File: config.mk
export PLATFORM = sky130hd
export DESIGN_NAME = a51_keystream_ctrl_flat
export DESIGN_NICKNAME = d
export VERILOG_FILES = /design/src/rtl/a51_keystream_ctrl_if.sv /design/src/rtl/a51_keystream_ctrl.sv /design/src/flat_wrapper.sv
export SDC_FILE = /design/constraint.sdc
export NUM_CORES = 1
export LEC_CHECK = 0
export CELL_PAD_IN_SITES_DETAIL_PLACEMENT = 0
export CELL_PAD_IN_SITES_GLOBAL_PLACEMENT = 1
export CORE_AREA = 2 2 136 138
export DETAILED_ROUTE_END_ITERATION = 10
export DIE_AREA = 0 0 138 140
export GPL_TIMING_DRIVEN = 1
export PLACE_DENSITY = 0.77
export SETUP_SLACK_MARGIN = 0.02
export SYNTH_ARGS = -nofsm -noshare
export SYNTH_HDL_FRONTEND = slang
export SYNTH_SLANG_ARGS = --single-unit
File: constraint.sdc
create_clock -name clk -period 2.75 [get_ports clk]
set_input_delay 0.4125 -clock clk [delete_from_list [all_inputs] [get_ports clk]]
set_output_delay 0.4125 -clock clk [all_outputs]
set_load 0.005 [all_outputs]
File: src/rtl/a51_keystream_ctrl_if.sv
// Keystream request/response bundle between the A5/1 controller and its user.
// The slave side is the controller; the master side drives start/key/frame and accepts bits.
interface a51_keystream_ctrl_if;
  logic        start;
  logic [63:0] key;
  logic [21:0] frame;
  logic        busy;
  logic        ks_valid;
  logic        ks_ready;
  logic        ks_bit;
  logic        done;

  modport master (output start, key, frame, ks_ready,
                  input  busy, ks_valid, ks_bit, done);
  modport slave  (input  start, key, frame, ks_ready,
                  output busy, ks_valid, ks_bit, done);
endinterface

File: src/rtl/a51_keystream_ctrl.sv
// A5/1 keystream sequencer: key/frame load, 101 majority-clocked mix steps,
// then 228 output bits over a valid/ready handshake.
module a51_keystream_ctrl (
  input  logic                  clk,
  input  logic                  reset_n,
  a51_keystream_ctrl_if.slave   bus
);
  typedef enum logic [2:0] {IDLE, KEY, FRAME, MIX, OUT, DONE} state_t;

  state_t      state;
  logic [7:0]  cnt;
  logic [18:0] r1;
  logic [21:0] r2;
  logic [22:0] r3;
  logic [63:0] key_q;
  logic [21:0] frame_q;
  logic        busy_q, valid_q, done_q;

  logic fb1, fb2, fb3, maj, load, inj, step;
  logic en1, en2, en3;

  assign fb1  = r1[13] ^ r1[16] ^ r1[17] ^ r1[18];
  assign fb2  = r2[20] ^ r2[21];
  assign fb3  = r3[7] ^ r3[20] ^ r3[21] ^ r3[22];
  assign maj  = (r1[8] & r2[10]) | (r1[8] & r3[10]) | (r2[10] & r3[10]);
  assign load = (state == KEY) || (state == FRAME);
  assign inj  = (state == KEY) ? key_q[0] : ((state == FRAME) ? frame_q[0] : 1'b0);

  // The last accepted bit leaves the registers untouched so the final state is the 228th output.
  assign step = load || (state == MIX) ||
                ((state == OUT) && bus.ks_ready && (cnt != 8'd227));
  assign en1  = load || (r1[8]  == maj);
  assign en2  = load || (r2[10] == maj);
  assign en3  = load || (r3[10] == maj);

  assign bus.busy     = busy_q;
  assign bus.ks_valid = valid_q;
  assign bus.done     = done_q;
  assign bus.ks_bit   = r1[18] ^ r2[21] ^ r3[22];

  always_ff @(posedge clk) begin
    if (!reset_n) begin
      state   <= IDLE;
      cnt     <= '0;
      r1      <= '0;
      r2      <= '0;
      r3      <= '0;
      key_q   <= '0;
      frame_q <= '0;
      busy_q  <= 1'b0;
      valid_q <= 1'b0;
      done_q  <= 1'b0;
    end else begin
      if (step) begin
        if (en1) r1 <= {r1[17:0], fb1 ^ inj};
        if (en2) r2 <= {r2[20:0], fb2 ^ inj};
        if (en3) r3 <= {r3[21:0], fb3 ^ inj};
      end
      case (state)
        IDLE: if (bus.start) begin
          r1      <= '0;
          r2      <= '0;
          r3      <= '0;
          key_q   <= bus.key;
          frame_q <= bus.frame;
          cnt     <= '0;
          busy_q  <= 1'b1;
          state   <= KEY;
        end
        KEY: begin
          key_q <= key_q >> 1;
          if (cnt == 8'd63) begin
            cnt   <= '0;
            state <= FRAME;
          end else cnt <= cnt + 8'd1;
        end
        FRAME: begin
          frame_q <= frame_q >> 1;
          if (cnt == 8'd21) begin
            cnt   <= '0;
            state <= MIX;
          end else cnt <= cnt + 8'd1;
        end
        MIX: begin
          if (cnt == 8'd100) begin
            cnt     <= '0;
            valid_q <= 1'b1;
            state   <= OUT;
          end else cnt <= cnt + 8'd1;
        end
        OUT: if (bus.ks_ready) begin
          if (cnt == 8'd227) begin
            valid_q <= 1'b0;
            done_q  <= 1'b1;
            state   <= DONE;
          end else cnt <= cnt + 8'd1;
        end
        DONE: begin
          done_q <= 1'b0;
          busy_q <= 1'b0;
          state  <= IDLE;
        end
        default: state <= IDLE;
      endcase
    end
  end
endmodule

File: src/flat_wrapper.sv
// flat-port wrapper written by rule: the top's interface ports become plain ports
module a51_keystream_ctrl_flat 
  (clk, reset_n, bus_start, bus_key, bus_frame, bus_ks_ready, bus_busy, bus_ks_valid, bus_ks_bit, bus_done);
  a51_keystream_ctrl_if bus_i ();
  input  logic clk;
  input  logic reset_n;
  input wire logic [$bits(bus_i.start)-1:0] bus_start;
  input wire logic [$bits(bus_i.key)-1:0] bus_key;
  input wire logic [$bits(bus_i.frame)-1:0] bus_frame;
  input wire logic [$bits(bus_i.ks_ready)-1:0] bus_ks_ready;
  output wire logic [$bits(bus_i.busy)-1:0] bus_busy;
  output wire logic [$bits(bus_i.ks_valid)-1:0] bus_ks_valid;
  output wire logic [$bits(bus_i.ks_bit)-1:0] bus_ks_bit;
  output wire logic [$bits(bus_i.done)-1:0] bus_done;
  assign bus_i.start = bus_start;
  assign bus_i.key = bus_key;
  assign bus_i.frame = bus_frame;
  assign bus_i.ks_ready = bus_ks_ready;
  assign bus_busy = bus_i.busy;
  assign bus_ks_valid = bus_i.ks_valid;
  assign bus_ks_bit = bus_i.ks_bit;
  assign bus_done = bus_i.done;
  a51_keystream_ctrl u_core (.clk(clk), .reset_n(reset_n), .bus(bus_i));
endmodule
* Yosys cells after proc, flatten, opt, wreduce, memory -nomap -nowiden
Cells that the tools add are included.
** Word-level totals
- Register bits :: 164
- Word-level logic and storage cells :: 111
- Input port bits :: 90
- Output and inout bits :: 4
** Operators by class
- Muxes and demuxes :: 41
- Eq/ne operators :: 20
- Bitwise gates (word level) :: 17
- $add $sub $neg :: 1
- Reduce and logical (&&, ||, !) cells :: 22
** Operators with widths (number)
- 64-bit case mux with 2 select lines :: 1
- 22-bit 2-to-1 mux :: 5
- 23-bit 2-to-1 mux :: 4
- 19-bit 2-to-1 mux :: 4
- 64-bit 2-to-1 mux :: 1
- 8-bit 2-to-1 mux :: 6
- 22-bit case mux with 2 select lines :: 1
- 8-bit case mux with 5 select lines :: 1
- 3-bit 2-to-1 mux :: 6
- 3-bit case mux with 5 select lines :: 1
- 2-bit != test, second input constant :: 7
- 1-bit XOR :: 12
- 2-bit nonzero test :: 5
- 8-bit by 1-bit adder with 8-bit output, second input constant :: 1
- 8-bit by 5-bit equality test with 1-bit output, second input constant :: 1
- 8-bit by 6-bit equality test with 1-bit output, second input constant :: 1
- 8-bit by 7-bit equality test with 1-bit output, second input constant :: 1
- 8-bit equality test, second input constant :: 1
- 1-bit 2-to-1 mux :: 8
- 8-bit != test, second input constant :: 1
- 4-bit AND reduction :: 2
- 3-bit by 2-bit equality test with 1-bit output, second input constant :: 2
- 3-bit equality test, second input constant :: 2
- 1-bit logical OR :: 6
- 11 further kinds :: 21

* Depth between registers and ports, before layout
Gate-level depths: netlist of run 1.
- Depth in word-level cells :: 9
- Gate-level depth with buffers :: 7
- Depth with buffers taken out :: 7

* Least setup slack after synthesis of run 1
No wires, ideal clock.
- Path type :: reg2reg
- Start :: register u_core.cnt[0]
- End :: register u_core.r2[10]
- Arrival :: 1.632 ns
- Required time :: 2.622 ns
- Path buffers :: 1
- Library setup time :: 0.128 ns
- Cell stages (with the launch flop) :: 8
- Setup slack :: 0.990 ns
- Cell sequence :: dfxtp_1 ha_1 and3b_1 a21oi_4 o22ai_2 buf_6 mux2i_1 nor2_1
** On the way
- Word-level cells in the longest chain between the ends :: 6
** Ends and longest elaborated chain
- start: declaration :: RTL line a51_keystream_ctrl.sv:11 : logic [7:0] cnt;
- start signal: assignment :: RTL line a51_keystream_ctrl.sv:75 : end else cnt <= cnt + 8'd1;
- start signal: assignment :: RTL line a51_keystream_ctrl.sv:82 : end else cnt <= cnt + 8'd1;
- start signal: assignment :: RTL line a51_keystream_ctrl.sv:89 : end else cnt <= cnt + 8'd1;
- 8-bit != test * :: RTL line a51_keystream_ctrl.sv:31 : ((state == OUT) && bus.ks_ready && (cnt != 8'd227));
- 1-bit logical AND * :: RTL line a51_keystream_ctrl.sv:31
- 1-bit logical OR * :: RTL line a51_keystream_ctrl.sv:30 : assign step = load || (state == MIX) ||
- 22-bit 2-to-1 mux * :: RTL line a51_keystream_ctrl.sv:54 : if (step) begin
- 22-bit 2-to-1 mux :: RTL line a51_keystream_ctrl.sv:60 : IDLE: if (bus.start) begin
- 22-bit 2-to-1 mux * :: RTL line a51_keystream_ctrl.sv:59 : case (state)
- end signal: assignment :: RTL line a51_keystream_ctrl.sv:56 : if (en2) r2 <= {r2[20:0], fb2 ^ inj};
- end: declaration :: RTL line a51_keystream_ctrl.sv:13 : logic [21:0] r2;
Every way passes the cells marked *; elsewhere a longest branch is shown, timed or not.
A chain may end at the register's enable or synchronous reset.

* Worst setup path in the final report of run 1
- Start :: register u_core.cnt[0]
- End :: register u_core.r3[21]
** On the way
- Word-level cells in the longest chain between the ends :: 6
** Ends and longest elaborated chain
- 8-bit != test * :: RTL line a51_keystream_ctrl.sv:31
- 1-bit logical AND * :: RTL line a51_keystream_ctrl.sv:31
- 1-bit logical OR * :: RTL line a51_keystream_ctrl.sv:30
- 23-bit 2-to-1 mux * :: RTL line a51_keystream_ctrl.sv:54
- 23-bit 2-to-1 mux :: RTL line a51_keystream_ctrl.sv:60
- 23-bit 2-to-1 mux * :: RTL line a51_keystream_ctrl.sv:59
- end signal: assignment :: RTL line a51_keystream_ctrl.sv:57 : if (en3) r3 <= {r3[21:0], fb3 ^ inj};
- end: declaration :: RTL line a51_keystream_ctrl.sv:14 : logic [22:0] r3;
Marked as above.

==> impl_results.md, run 1 <==
- Status: complete, no violations
- Gr ovfl total: 0
- CP Launch Type: register
- Via Count: 5,619
- Drt pass-1 iters: 5
- Leakage: roughly 3.6 nW
- Required time worst endpoint: ~3.0 ns
- Clock Tree Root: clkbuf_16
- IO Count: between 90 and 100
- Worst r2r src: u_core.cnt[0]
- Crit. Startpoint: u_core.cnt[0]
- Synth Register Bits: between 150 and 200
- Post-CTS Setup Inserts: 0
- Hold Fails Final Rpt: 0
- Max-cap violations: 0
- Setup Viol. Count Final: 0
- Later-pin clock latency in the skew report: just over 0.4 ns
- Area Growth Syn to Fin: 24.0%
- Global-route wire length before repair: 25,200 µm
- Dpl hpwl: a little over 9000 µm
- Post-synth net total: 899
- WHS Path Cells: 2
- Comb pwr share: 0.117
- Final period utilization: 0.837
- Clock buffer depth: 2
- Die area: around 19,000 µm²
- CTS Hold Bufs: 0
- DR iter-0 viols: about 300
- Commonest non-fill, non-tap cell in the layout: nand2_1
- PostCTS Resize Cnt: 0
- R2r worst-path depth: 6
- Die Span X: approximately 140 µm
- Hold Crit Class: reg2reg
- Commonest cells after routing, fill and taps aside: nand2_1, dfxtp_1, nor2_1, clkdlybuf4s50_1, a311oi_1
- Switching share of power: 0.234
- Worst hold start: u_core.frame_q[21]
- Std cell rows: between 40 and 50
- Switching pwr: 1.32 mW
- FF-to-FF End: u_core.r3[21]
- Mean Syn Cell Area: between 8 and 9 µm²
- Clock network power share: 0.426
- Worst-Margin Slew: around 0.95 ns
- Largest net degree at the start of global routing: 87
- Yosys warns: 0
- Largest vdd supply drop: between 400 and 500 µV
- CTS sink cnt: about 160
- Unique masters post-synth: between 40 and 50
- Setup_tns: 0 ns
- IO buf count: between 90 and 100
- Initial antenna violation count: 0
- Initial Util: 0.395
- CTS tree: built
- Minimum clock period: 2.30 ns
- Final wirelength: about 15,000 µm
- TritonCTS buffer count: 17
- Register area share after synthesis: 0.467
- Reg clk slew, reported paths: 0.06 ns
- Worst-path maximum fanout: 24
- ANT cells: 0
- Post-route ant nets: 0
- Drt wl/cell: approximately 13 µm
- Chip Height: approximately 140 µm
- Worst hold endpoint: u_core.frame_q[21]
- Fin util: 0.490
- Clock skew: approximately 0.0096 ns
- Pwr/cell area: between 600 and 700 nW/µm²
- Fraction of layout cells with a size suffix above 1: 0.0759
- CP Capture Type: register
- Dpl cell area: 8110 µm²
- Main synth FF type: dfxtp_1
- Critical Path AT: 2.59 ns
- Design Area, Final: 8710 µm²
- CP Class: reg2reg
- Overall Global Routing Usage: 0.154
- Mapped cell area: 7030 µm²
- Vias/cell: between 5 and 6
- Post-Syn Instances: between 800 and 900
- Post-synth EDFFs: 0
- Slew margin rel.: 0.364
- # DRC: 0
- Max-slew violations: 0
- Vias in the first global route: 5,351
- H-tree levels: 4
- Core area: roughly 18,000 µm²
- Unrepaired setup endpoints after global routing: no
- R2R setup slack: approximately 0.45 ns
- Placer Congestion: ~0.76
- Flop pwr share: 0.458
- Fin nets: 965
- Power Internal: between 4 and 5 mW
- Fraction of registers with async set or reset after synthesis: 0
- Fmax: approximately 430 MHz
- Final Total Pwr: around 5.6 mW
-- how the worst max path moves through the flow --
stage / depth (start not counted) / slack, ns / endpoint
floorplan: 7 / 0.99 / u_core.r2[10]
global placement: 6 / 0.39 / u_core.r3[5]
detailed placement: 6 / 0.35 / u_core.r3[1]
CTS: 6 / 0.43 / u_core.r3[1]
global route: 6 / 0.26 / u_core.r3[21]
finish: 6 / 0.45 / u_core.r3[21]
-- power by group through the flow --
stage / registers, mW / logic, mW / clock network, mW
5_1_grt: 2.60 / 0.736 / 2.56
4_1_cts: 2.58 / 0.667 / 2.47
3_5_place_dp: 2.63 / 0.664 / 0
6_report: 2.58 / 0.657 / 2.40
3_3_place_gp: 2.63 / 0.661 / 0
2_1_floorplan: 2.61 / 0.438 / 0
-- per-stage QoR --
stage	std cells	setup WS (ns)	hold slack [ns]
after floorplan	806	0.990	0.448
after global placement	1082	0.388	0.459
after detailed placement	1082	0.353	0.466
after CTS	1112	0.427	0.475
after global routing	1112	0.258	0.496
final	1112	0.450	0.473
-- worst max-delay path, stage by stage (launching register included) --
cell and delay [ns]:
dfxtp_1 0.42, ha_1 0.25, and3b_1 0.27, a21oi_4 0.15, o22ai_4 0.76, mux2i_1 0.27
nor2_1 0.06
-- kinds of logic (layout without fill, tap and decap cells) --
family                     after synthesis  after routing  synth area share
AOI/OAI and AO/OA                      117            117             0.147
xor gates and xnor gates                19             19            0.0237
adders and majority gates                3              3           0.00534
buffers and inverters                   71            148            0.0531
DFF                                    164            164             0.467
muxes                                   65             65            0.0926
and+or+nand+nor                        367            367             0.211
-- layer usage --
metal / part of all wire / up-vias / global-route usage
met2: 0.44 / 93 / 0.235
li1: - / 2909 / -
met3: 0.036 / 11 / 0.0400
met5: 0 / - / 0
met1: 0.51 / 2606 / 0.217
met4: 0.0093 / 0 / 0.0371
-- sequential cells by signal, indices dropped and copies added (netlist names) --
| name | count |
|---|---|
| u_core.state | 3 |
| u_core.r1 | 19 |
| u_core.r3 | 23 |
| u_core.cnt | 8 |
| u_core.bus.busy | 1 |
| u_core.bus.ks_valid | 1 |
| u_core.r2 | 22 |
| u_core.frame_q | 22 |
| u_core.key_q | 64 |
| u_core.bus.done | 1 |
-- cell type report --
cell class	instances	area [µm²]
clock inverter	8	124
fill	1709	9070
timing repair buffer	110	1120
clock buffer	22	474
tap	229	287
sequential	164	3280
inverter	8	30.0
multi-input combinational	571	3390
-- synthesized netlist by cell type, types with 7 or more instances --
master | n | share of area
a21oi_1 | 7 | 0.0050
a311oi_1 | 84 | 0.10
buf_2 | 25 | 0.018
buf_4 | 10 | 0.011
clkbuf_1 | 23 | 0.012
dfxtp_1 | 164 | 0.47
mux2i_1 | 65 | 0.093
nand2_1 | 173 | 0.092
nor2_1 | 162 | 0.087
xnor2_1 | 13 | 0.016
Note: power is estimated with default switching activity, not from simulation.
==> run 2: changes to the inputs <==
Settings changed: CORE_AREA 2 2 136 138 to 2 2 141 143, DIE_AREA 0 0 138 140 to 0 0 143 145, PLACE_DENSITY 0.77 to 0.75.
Clock period 2.75 ns to 1.9 ns, I/O delays scaled along.
==> run 2 against run 1 <==
Die area grew 7.3%. Global-route usage shrank 0.097 points. Sequential share of layout area shrank 1.5 points. Via count grew 1.9%. Total power grew 44%. Final area grew 4.3%. Critical path depth grew 1. Highest routed layer unchanged.
==> impl_results.md, run 2 (synthesis results as in run 1) <==
- Required time worst endpoint: between 2 and 2.5 ns
- Drt wl/cell: 12.8 µm
- Max reg flops: 64
- Reg with most FFs: u_core.key_q
- Vias/cell: between 4 and 5
- Area Growth Syn to Fin: 29.3%
- Die Span X: approximately 140 µm
- Worst-path maximum fanout: 20
- Max-cap violations: 0
- Overall Global Routing Usage: 0.153
- Leakage: about 3.7 nW
- Max-slew violations: 0
- # DRC: 0
- IO buf count: 93
- Worst-Margin Slew: around 0.46 ns
- Setup Viol. Count Final: 0
- CTS Hold Bufs: 0
- Commonest cells after routing, fill and taps aside: nand2_1, dfxtp_1, nor2_1, clkdlybuf4s50_1, a311oi_1
- Clock skew: about 0.010 ns
- Std cell rows: 51
- Clock buffer depth: 2
- Final wirelength: about 15,000 µm
- CTS sink cnt: around 160
- Placer Congestion: 0.795
- GR met3 Demand/Resource: 0.0426
- Initial antenna violation count: 0
- CTS tree: built
- Global-route wire length before repair: 26,000 µm
- Hold Fails Final Rpt: 0
- Status: complete, no violations
- Chip Height: 145 µm
- Largest vdd supply drop: 588 µV
- Fraction of layout cells with a size suffix above 1: 0.115
- Fin util: 0.473
- DR iter-0 viols: ~370
- ANT cells: 0
- Setup_tns: 0 ns
- CP Class: reg2reg
- Pwr/cell area: between 800 and 900 nW/µm²
- Gr ovfl total: 0
- Clock Tree Root: clkbuf_16
- Met2 usage: 0.222
- TritonCTS buffer count: 17
- CP Launch Type: register
- Final Total Pwr: approximately 8.1 mW
- Drt pass-1 iters: 4
- Initial Util: 0.366
- Final period utilization: 0.947
- CP Capture Type: register
- Commonest non-fill, non-tap cell in the layout: nand2_1
- Fin nets: roughly 1,000
- IO Count: 94
- Fmax: 556 MHz
- Minimum clock period: about 1.8 ns
- Later-pin clock latency in the skew report: between 0.4 and 0.5 ns
- Dpl hpwl: between 9000 and 10,000 µm
- Vias in the first global route: between 5,000 and 6,000
- Reg clk slew, reported paths: ~0.07 ns
- Hold Crit Class: in2reg
- Core area: 19,200 µm²
- H-tree levels: 4
- Most Crowded Layer GR: met2
- Post-route ant nets: 0
- Grt met1 use: 0.220
- Die area: 20,700 µm²
- Via Count: ~5,700
- Unrepaired setup endpoints after global routing: yes
- Slew margin rel.: 0.690
- Largest net degree at the start of global routing: 65
- Critical Path AT: between 2 and 2.5 ns
- Biggest regs: u_core.key_q: 64 flops, u_core.r3: 23 flops
[run 2: changes by cell type in the layout (fill, tap and decap cells not counted), moves of 2 or more]
cell       before  now
buf_12          5   13
dfxtp_1       164  162
inv_8           0    2
bufinv_16       3    1
clkbuf_8        3    0
clkbuf_1        2    0
clkinv_4        0    4
buf_4          12   32
dfxtp_2         0    2
[run 2: report_power, final]
group	switching, mW	internal [mW]
Combinational	0.511	0.526
Clock	1.50	1.84
Sequential	0.102	3.63
Total	2.11	6.00
[run 2: through the flow]
stage | hold slack (ns) | worst slack, ns | cell area [µm²] | instances
after floorplan | 0.416 | 0.140 | 7030 | 806
after global placement | 0.458 | -0.0142 | 8470 | 1146
after detailed placement | 0.470 | -0.0336 | 8470 | 1146
after CTS | 0.400 | 0.0207 | 9050 | 1178
after global routing | 0.419 | 0.0109 | 9080 | 1179
final | 0.418 | 0.102 | 9080 | 1179
[run 2: final cells by class]
class / instances / area (µm²)
multi-input cells: 571 / 3410
clock buffers: 17 / 425
fillers: 1863 / 10100
repair buffers: 139 / 1450
flip-flops and latches: 164 / 3290
inverters: 8 / 30.0
clock inverters: 15 / 154
well taps: 265 / 332
[run 2: metal layers]
layer	share of wire	wire length [µm]	vias to the layer above
met5	0	0	-
met4	0.0062	93	0
met3	0.037	567	7
met2	0.44	6690	98
met1	0.51	7770	2632
li1	-	-	2989
[run 2: what timing repair did]
item	in CTS	in global routing
gates resized for setup	4	5
setup endpoints to repair	1	44
buffers inserted	0	1
pin swaps	1	1
[run 2: worst max-delay path, cell delays in order (launching register included)]
cell and delay [ns]:
dfxtp_1 0.35, ha_1 0.23, and3b_2 0.24, a21oi_4 0.25, o22ai_2 0.15, buf_12 0.19, nor2b_1 0.14, a211oi_2 0.18
[run 2: worst paths after layout]
| check | start | to | slack [ns] | depth (start not counted) |
|---|---|---|---|---|
| min reg2reg | u_core.key_q[56] | u_core.key_q[56] | 0.48 | 2 |
| min | bus_frame[9] | u_core.frame_q[9] | 0.42 | 3 |
| max reg2reg | u_core.cnt[0] | u_core.r1[0] | 0.10 | 7 |
| max | u_core.cnt[0] | u_core.r1[0] | 0.10 | 7 |
==> run 3: changes to the inputs <==
Settings changed: CORE_AREA 2 2 141 143 to 10 10 146 148, CTS_BUF_LIST set to sky130_fd_sc_hd__clkbuf_4 sky130_fd_sc_hd__clkbuf_8, DIE_AREA 0 0 143 145 to 0 0 156 158, PLACE_DENSITY 0.75 to 0.78.
==> run 3 against run 2 <==
Fmax fell by 1.3%. Clock power is 26% lower. Final area is 3.0% lower. Wire length is 4.3% higher. Largest cell class unchanged. Combinational power is essentially flat. Clock-buffer cell count unchanged.
==> impl_results.md, run 3 (synthesis results as in run 1) <==
- Fraction of layout cells with a size suffix above 1: 0.113
- Core area: around 18,000 µm²
- Leakage: 3.63 nW
- Pwr/cell area: around 800 nW/µm²
- Dpl hpwl: roughly 11,000 µm
- IO Count: 94
- Fin nets: between 900 and 1,000
- Switching pwr: around 2 mW
- Gr ovfl total: 0
- Max-cap violations: 0
- Die Span X: around 160 µm
- Largest net degree at the start of global routing: 65
- Critical Path AT: between 2 and 2.5 ns
- Required time worst endpoint: ~2.3 ns
- Final Total Pwr: 7.21 mW
- Switching share of power: 0.277
- WHS Path Cells: 3
- Crit-path max cell delay: 0.54 ns
- Global-route wire length before repair: roughly 27,000 µm
- Status: complete, no violations
- H-tree levels: 4
- Vias in the first global route: 5,638
- Clock Tree Root: clkbuf_8
- Std cell rows: 50
- Drt pass-1 iters: 4
- Hold Fails Final Rpt: 0
- TritonCTS buffer count: 17
- Reg with most FFs: u_core.key_q
- ANT cells: 0
- Vias/cell: slightly below 5
- CP cell instances: or3b_2 -> inv_1 -> a22oi_2 -> buf_4 -> xnor2_1 -> a211oi_2
- Setup WS pre-CTS: -0.0574 ns
- Die area: between 20,000 and 25,000 µm²
- CP Capture Type: register
- IO buf count: just over 90
- Worst-path maximum fanout: 10
- Clock buffer depth: 2
- Placer Congestion: roughly 0.80
- Hold Crit Class: in2reg
- Later-pin clock latency in the skew report: 0.46 ns
- Post-route setup slack: a little under 0.08 ns
- Reg clk slew, reported paths: about 0.10 ns
- Post-route ant nets: 0
- Slew margin rel.: 0.668
- Biggest regs: u_core.key_q: 64 flops, u_core.r3: 23 flops
- Clock network power share: 0.340
- Commonest non-fill, non-tap cell in the layout: nand2_1
- CP Launch Type: register
- R2r worst-path depth: 6
- CTS Hold Bufs: 0
- Overall Global Routing Usage: 0.131
- Setup Viol. Count Final: 0
- Unrepaired setup endpoints after global routing: no
- CTS tree: built
- Power Internal: around 5.2 mW
- Final wirelength: 15,800 µm
- Max-slew violations: 0
- Clock skew: 0.0140 ns
- Commonest cells after routing, fill and taps aside: nand2_1, dfxtp_1, nor2_1, clkdlybuf4s50_1, a311oi_1
- Minimum clock period: about 1.8 ns
- Initial antenna violation count: 0
- Largest vdd supply drop: around 420 µV
- Final period utilization: 0.959
- Area Growth Syn to Fin: 25.3%
- Fmax: 549 MHz
- # DRC: 0
- Via Count: approximately 5,700
- Drt wl/cell: approximately 14 µm
- Flop pwr share: 0.516
- Initial Util: 0.381
- Worst-Margin Slew: about 0.50 ns
- Worst path slowest cell: dfxtp_1
- DR iter-0 viols: approximately 310
- CTS sink cnt: ~160
- Max reg flops: 64
- CP Class: reg2reg
- Comb pwr share: 0.144
- Chip Height: between 150 and 200 µm
[run 3: cell count changes in the layout (fill, tap and decap cells not counted), sizes merged]
cell,change
clkinv,-2
buf,-2
inv,+2
[run 3: path summary, 6_finish.rpt]
check,startpoint,endpoint,slack [ns]
worst max register to register,u_core.state[1],u_core.r3[0],0.08
worst min-delay path,bus_frame[10],u_core.frame_q[10],0.38
worst max-delay path,u_core.state[1],u_core.r3[0],0.08
worst min register to register,u_core.frame_q[1],u_core.frame_q[1],0.49
[run 3: final cells by class]
type                       count  area (µm²)
clock inverter                15         148
tap                          234         293
inverter                       8        30.0
sequential                   164        3290
multi-input combinational    571        3410
clock buffer                  17         234
fill                        1783        9650
timing repair buffer         137        1410
[run 3: what timing repair did]
item	CTS	global route
resized for setup	4	5
hold endpoints to repair	0	0
setup endpoints to repair	1	63
pin swaps	0	0
buffers inserted	0	0
[run 3: layer usage]
| metal | global-route usage | vias up | part of all wire |
|---|---|---|---|
| met5 | 0 | - | 0 |
| met4 | 0.0405 | 0 | 0.011 |
| met3 | 0.0423 | 12 | 0.045 |
| met2 | 0.195 | 80 | 0.44 |
| met1 | 0.176 | 2598 | 0.50 |
| li1 | - | 2963 | - |
[run 3: worst max-delay path: cells and delay by family (launching register included)]
kind | cells | cell delay [ns]
AO/OA/AOI/OAI | 2 | 0.26
XOR/XNOR | 1 | 0.13
buffers and inverters | 2 | 0.26
flip-flops | 1 | 0.54
AND/OR/NAND/NOR | 1 | 0.54
[run 3: per-stage QoR]
step	util	setup TNS (ns)	std cells	area [µm²]	hold WS (ns)
finish	0.477	0	1146	8800	0.383
global placement	0.455	-0.00829	1114	8400	0.460
global route	0.477	0	1146	8800	0.355
CTS	0.476	0	1146	8790	0.351
floorplan	-	0	806	7030	0.416
detailed placement	0.455	-0.291	1114	8400	0.469
[run 3: power by group through the flow]
stage               registers (mW)  logic, mW  clock network, mW
floorplan                     3.78      0.634                  0
global placement              3.80       1.03                  0
detailed placement            3.80       1.04                  0
CTS                           3.72       1.04               2.53
global route                  3.75       1.15               2.69
finish                        3.72       1.04               2.46
